[config.mk]
export PLATFORM = sky130hd
export DESIGN_NAME = crc_check
export DESIGN_NICKNAME = d
export VERILOG_FILES = /design/src/rtl/crc_check.sv
export SDC_FILE = /design/constraint.sdc
export NUM_CORES = 1
export LEC_CHECK = 0
export ABC_AREA = 1
export BUFFER_PORTS_ARGS = -buffer_cell sky130_fd_sc_hd__buf_2
export CORE_MARGIN = 1.5
export CORE_UTILIZATION = 52
export CTS_CLUSTER_SIZE = 28
export DETAILED_ROUTE_END_ITERATION = 7
export PLACE_DENSITY = 0.77
export SYNTH_ARGS = -nofsm -noshare
export SYNTH_HDL_FRONTEND = slang
export SYNTH_SLANG_ARGS = --single-unit
[constraint.sdc]
create_clock -name dsi_clk_i -period 1.9 [get_ports dsi_clk_i]
set_clock_uncertainty 0.15 [all_clocks]
set_input_delay 0.38 -clock dsi_clk_i [delete_from_list [all_inputs] [get_ports dsi_clk_i]]
set_output_delay 0.38 -clock dsi_clk_i [all_outputs]
set_load 0.1 [all_outputs]
[src/rtl/crc_check.sv]
// crc_check: receive-side DSI payload CRC checker; recomputes the generator CRC over the
// payload bytes and compares it with the trailing little-endian 16-bit checksum.
module crc_check #(
  parameter int          FRAME_LENGTH = 4,
  parameter logic [15:0] CRC_POLY     = 16'hCAFE,
  parameter logic [15:0] CRC_INIT     = 16'h0000
) (
  input  logic        dsi_clk_i,
  input  logic        dsi_rst_n_i,
  input  logic        rx_valid_i,
  input  logic        rx_start_i,
  input  logic [7:0]  rx_data_i,
  output logic        rx_ready_o,
  output logic        busy_o,
  output logic [15:0] crc_calc_o,
  output logic [15:0] crc_rx_o,
  output logic        crc_done_o,
  output logic        crc_ok_o,
  output logic        crc_err_o
);
  localparam int PAYLOAD_BYTES = FRAME_LENGTH * 3;
  localparam int CW = $clog2(PAYLOAD_BYTES + 1);
  typedef enum logic [2:0] {IDLE, PAYLOAD, CRC_LO, CRC_HI, RESULT} state_t;
  state_t state_q, state_d;
  logic [15:0] crc_q, crc_d, rx_q, rx_d;
  logic [CW-1:0] cnt_q, cnt_d;
  logic acc;
  function automatic logic [15:0] step8(input logic [15:0] c, input logic [7:0] b);
    logic [15:0] r;
    r = c;
    for (int i = 7; i >= 0; i--)
      r = (r[15] ^ b[i]) ? ({r[14:0], 1'b1} ^ CRC_POLY) : {r[14:0], 1'b0};
    return r;
  endfunction
  assign acc = rx_valid_i && rx_ready_o;
  always_comb begin
    state_d = state_q;
    crc_d   = crc_q;
    rx_d    = rx_q;
    cnt_d   = cnt_q;
    // rx_start always wins: it restarts a packet from any accepting state
    if (acc && rx_start_i) begin
      crc_d   = step8(CRC_INIT, rx_data_i);
      rx_d    = '0;
      cnt_d   = CW'(1);
      state_d = (PAYLOAD_BYTES == 1) ? CRC_LO : PAYLOAD;
    end else if (acc && state_q == PAYLOAD) begin
      crc_d   = step8(crc_q, rx_data_i);
      cnt_d   = cnt_q + CW'(1);
      state_d = (cnt_d == CW'(PAYLOAD_BYTES)) ? CRC_LO : PAYLOAD;
    end else if (acc && state_q == CRC_LO) begin
      rx_d    = {rx_q[15:8], rx_data_i};
      state_d = CRC_HI;
    end else if (acc && state_q == CRC_HI) begin
      rx_d    = {rx_data_i, rx_q[7:0]};
      state_d = RESULT;
    end else if (state_q == RESULT) begin
      state_d = IDLE;
    end
  end
  always_ff @(posedge dsi_clk_i or negedge dsi_rst_n_i) begin
    if (!dsi_rst_n_i) begin
      state_q <= IDLE;
      crc_q   <= '0;
      rx_q    <= '0;
      cnt_q   <= '0;
    end else begin
      state_q <= state_d;
      crc_q   <= crc_d;
      rx_q    <= rx_d;
      cnt_q   <= cnt_d;
    end
  end
  assign rx_ready_o = state_q != RESULT;
  assign busy_o     = state_q == PAYLOAD || state_q == CRC_LO || state_q == CRC_HI;
  assign crc_calc_o = crc_q;
  assign crc_rx_o   = rx_q;
  assign crc_done_o = state_q == RESULT;
  assign crc_ok_o   = crc_done_o && crc_q == rx_q;
  assign crc_err_o  = crc_done_o && crc_q != rx_q;
endmodule

# Word level (Yosys, flattened, before mapping)
# Cells that the tools add are included.
# word_totals
register_bits,39
latchBits,0
ramBits,0
romBits,0
input_bits,12
n_memories,0
# classes
addsub,1
mul,0
n_div,0
magnitude_cmp,0
eq_ne,10
shifts,0
muxes,30
bitwise_logic,30
reduce_logical,15
# ops
operator,count
$mux 16,22
$not 11->11,15
$eq 16x16->1,1
$ne 16x16->1,1
$mux 3,5
$xor 1x1->1,15
$mux 4,2
$logic_and 1x1->1,7
$eq 3x2->1 const B,2
$reduce_bool 2->1,3
$reduce_bool 5->1,1
$add 4x1->4 const B,1
$eq 4x4->1 const B,1
$ne 2x2->1 const B,2
$eq 3x1->1 const B,1
$eq 3x3->1 const B,1
$ne 3x3->1 const B,1
$reduce_and 3->1,1
$logic_or 1x1->1,2
$mux 2,1
$reduce_and 2->1,1

# Depth between registers and ports, before layout
# depth
depth_word,18
ltp_mapped,20
ltp_nobuf,20

# Least setup slack after synthesis
# OpenSTA, ideal clock, no wires.
# synth_timing
path_kind,flip-flop to output port
from,"register crc_q[14], in the netlist crc_calc_o[14]"
to,output port crc_ok_o
t_arrival_ps,3154
required_ps,1370
setup_slack_ps,-1784
stages_incl_launch_ff,7
path_cell_list,dfrtp_1 -> xor2_1 -> nor4b_1 -> nand3_1 -> nor4_1 -> inv_1 -> nor2_1
# synth_via
elab_chain_cells,2
# synth_lines
element,line,source
start: declaration,25,"logic [15:0] crc_q, crc_d, rx_q, rx_d;"
start signal: assignment,69,crc_q <= crc_d;
$eq 16x16->1,79,assign crc_ok_o = crc_done_o && crc_q == rx_q;
$logic_and 1x1->1,79,
end: declaration,18,"output logic crc_ok_o,"
# No other way between the ends.

# Worst setup path after layout
# layout_timing
from,"register crc_q[15], in the netlist crc_calc_o[15]"
to,"register crc_q[6], in the netlist crc_calc_o[6]"
# layout_via
elab_chain_cells,18
# layout_lines
element,line,source
$xor 1x1->1 (*),32,"r = (r[15] ^ b[i]) ? ({r[14:0], 1'b1} ^ CRC_POLY) : {r[14:0], 1'b0};"
$mux 16 (*),32,
$xor 1x1->1 or $not 11->11 (tied branches),--,
$mux 16 (*),32,
$xor 1x1->1 or $not 11->11 (tied branches),--,
$mux 16 (*),32,
$xor 1x1->1 or $not 11->11 (tied branches),--,
$mux 16 (*),32,
[... 2 more ...],--,
$xor 1x1->1 or $not 11->11 (tied branches),--,
$mux 16 (*),32,
$xor 1x1->1 or $not 11->11 (tied branches),--,
$mux 16 (*),32,
$xor 1x1->1 or $not 11->11 (tied branches),--,
$mux 16 (*),32,
$mux 16 (*),47,end else if (acc && state_q == PAYLOAD) begin
$mux 16 (*),42,if (acc && rx_start_i) begin
# Every way passes the cells marked *; elsewhere a longest branch is shown, timed or not. The select of a mux whose other input is x is not followed.
# A chain may end at the register's enable or synchronous reset.

==> results.sh <==
export IMPL_cts_tree="yes"
export IMPL_drv_cap=0
export IMPL_area_growth_pct=74.8
export IMPL_wirelength_um=16500
export IMPL_grt_pass1_wl_um=18100
export IMPL_report_final_slew_viol_count=0
export IMPL_cp_required_ns=1.93
export IMPL_grt_max_degree=22
export IMPL_synth_nets=425
export IMPL_ys_seq_area_share_pct=31.9
export IMPL_synthDistinctLibCells=37
export IMPL_htree_levels=2
export IMPL_clkSlewWorstSetupHoldPaths_ns=0.08
export IMPL_grt_usage_pct=38.0
export IMPL_synth_cells=412
export IMPL_syn_area_sq_um=3060
export IMPL_yosys_top_cells_area="dfrtp_1, xor2_1, nand2_1"
export IMPL_first_global_vias=3566
export IMPL_ios=49
export IMPL_period_share_pct=138
export IMPL_gp_congestion=0.935
export IMPL_hold_viol_final=0
export IMPL_synth_top_area_share_pct=31.9
export IMPL_dieHeight_um=79.8
export IMPL_setup_violations=25
export IMPL_reg2reg_to="crc_calc_o[6]"
export IMPL_numCtsBuffers=5
export IMPL_dp_hpwl_um=7830
export IMPL_fillers=146
export IMPL_start_util_pct=54.6
export IMPL_drtIter0Drc=760
export IMPL_die_width_um=79.8
export IMPL_cts_root_buf="clkbuf_8"
export IMPL_synth_most_common_cell="nand2_1"
export IMPL_dr_pass1_iters=6
export IMPL_gr_usage_met2_pct=67.1
export IMPL_clk_latency_ns=0.30
export IMPL_drive_gt1_share_pct=61.5
export IMPL_final_antenna_net_count=0
export IMPL_cts_sinks=39
export IMPL_ff2ff_path_depth=15
export IMPL_criticalPathCategory="reg2reg"
export IMPL_cp_end_kind="flip-flop"
export IMPL_top_usage_layer="met2"
export IMPL_arrival_ns=2.65
export IMPL_yosysTopAreaCell="dfrtp_1"
export IMPL_viasPerCell=6.55
export IMPL_cts_buffer_depth=2
export IMPL_r2r_start="crc_calc_o[15]"
export IMPL_rows=27
export IMPL_synth_warnings=0
export IMPL_setup_ws_ns=-0.720
export IMPL_tns_ns=-10.49
export IMPL_hp_class="reg2reg"
export IMPL_start_kind="flip-flop"
export IMPL_ys_seq_elements=39
export IMPL_core_area_sq_um=5610
export IMPL_cp_max_fo=6
export IMPL_relSlewSlack_pct=66.3
export IMPL_synthArstFlopShare_pct=100
export IMPL_antenna_found_initial=0
export IMPL_use_met3_pct=6.40
export IMPL_nets=591
export IMPL_worstSetupStartpoint="crc_calc_o[15]"
export IMPL_drc=0
export IMPL_rsz0062_at_grt="true"
export IMPL_clock_fmax_mhz=382
export IMPL_r2r_slack_ns=-0.72
export IMPL_synthFlopType="dfrtp_1"
export IMPL_violations="setup timing"
export IMPL_outcome="complete, but fails checks"
export IMPL_min_period_ns=2.62
export IMPL_grt_ovfl_total=0
export IMPL_synth_top_cells_by_count="nand2_1, inv_1, xor2_1"
export IMPL_io_buffers=48
export IMPL_dieArea_sq_um=6360
export IMPL_use_met1_pct=44.0
export IMPL_wl_per_cell_um=25.3
export IMPL_syn_area_per_cell_sq_um=7.43
export IMPL_synth_edf_count=0
export IMPL_tightest_slew_ns=0.509
export IMPL_via_count=4261
export IMPL_endpoint="crc_calc_o[6]"
export IMPL_n_antenna_cell=0
## layout make-up
cell class	count	area, sq um	area share [%]
inverters	58	243	4.53
repair buffers	167	1310	24.4
clock buffers	7	76.3	1.43
well taps	72	90.1	1.68
flip-flops and latches	39	1030	19.3
multi-input cells	307	2600	48.6
clock inverters	1	5.00	0.0935
## worst min path at each step
stage / start / endpoint / slack, ns / cells after the start
2_1_floorplan: dsi_rst_n_i / cnt_q[0] / -0.07 / 0
3_3_place_gp: dsi_rst_n_i / crc_rx_o[12] / 0.20 / 1
3_5_place_dp: dsi_rst_n_i / crc_calc_o[12] / 0.22 / 1
4_1_cts: rx_data_i[7] / crc_rx_o[15] / 0.34 / 4
5_1_grt: cnt_q[1] / cnt_q[1] / 0.42 / 1
6_report: crc_rx_o[11] / crc_rx_o[11] / 0.40 / 2
## cell usage in the layout (no fill, tap or decap), types with 20 or more instances in the layout
cell type and instances:
buf_4 99, nand2_1 58, buf_2 43, inv_1 39
xor2_1 38, nand2_2 29, dfrtp_2 28, nand2_4 25
o21ai_1 21, nand3_2 20
## through the flow
step                setup WS (ns)  utilization [%]  std cells  area, sq um  hold slack [ns]
floorplan                  -0.724                -        412         3380          -0.0656
global placement           -0.463             79.4        625         4450            0.204
detailed placement         -0.503             79.4        625         4450            0.217
CTS                        -0.643             86.8        644         4870            0.340
global route               -0.894             95.5        651         5360            0.417
finish                     -0.720             95.5        651         5360            0.396
## worst max-delay path, cell delays in order, from the launching register on
cell,delay [ns]
dfrtp_4,0.51
buf_6,0.16
inv_6,0.07
nand2_4,0.07
nand2_8,0.11
xor2_1,0.25
nand2_2,0.12
nand2_2,0.09
nand2_2,0.07
nand2_4,0.13
nand3_4,0.14
nand2_8,0.14
xor2_1,0.20
nand2_1,0.12
nand2_1,0.10
o21ai_1,0.08
## routing by layer
layer	vias to the layer above	routed length, um
met1	1935	5140
met5	-	0
met2	500	7560
li1	1632	-
met3	194	2010
met4	0	1750
## state kept, by name, summed over array words and instances, names as in the netlist
signal,flops
cnt_q,4
state_q,3
crc_rx_o,16
crc_calc_o,16
## kinds of logic (layout without fill, tap and decap cells)
| group | after synthesis | in the layout | synth area share, % |
|---|---|---|---|
| and+or+nand+nor | 186 | 186 | 28.2 |
| buffers and inverters | 66 | 233 | 8.33 |
| xor gates and xnor gates | 64 | 64 | 20.9 |
| AOI/OAI and AO/OA | 56 | 56 | 10.3 |
| DFF | 39 | 39 | 31.9 |
| adders and majority gates | 1 | 1 | 0.408 |
## repair_timing
| action | CTS | global route |
|---|---|---|
| pin swaps | 30 | 46 |
| endpoints found under the setup margin | 21 | 26 |
| hold buffers | 1 | 0 |
| setup buffers | 10 | 10 |
| endpoints found under the hold margin | 19 | 0 |
| gates resized for setup | 61 | 92 |
Power is not shown: default switching activity piles up to over one toggle a cycle in this logic, so the estimate is an artifact.
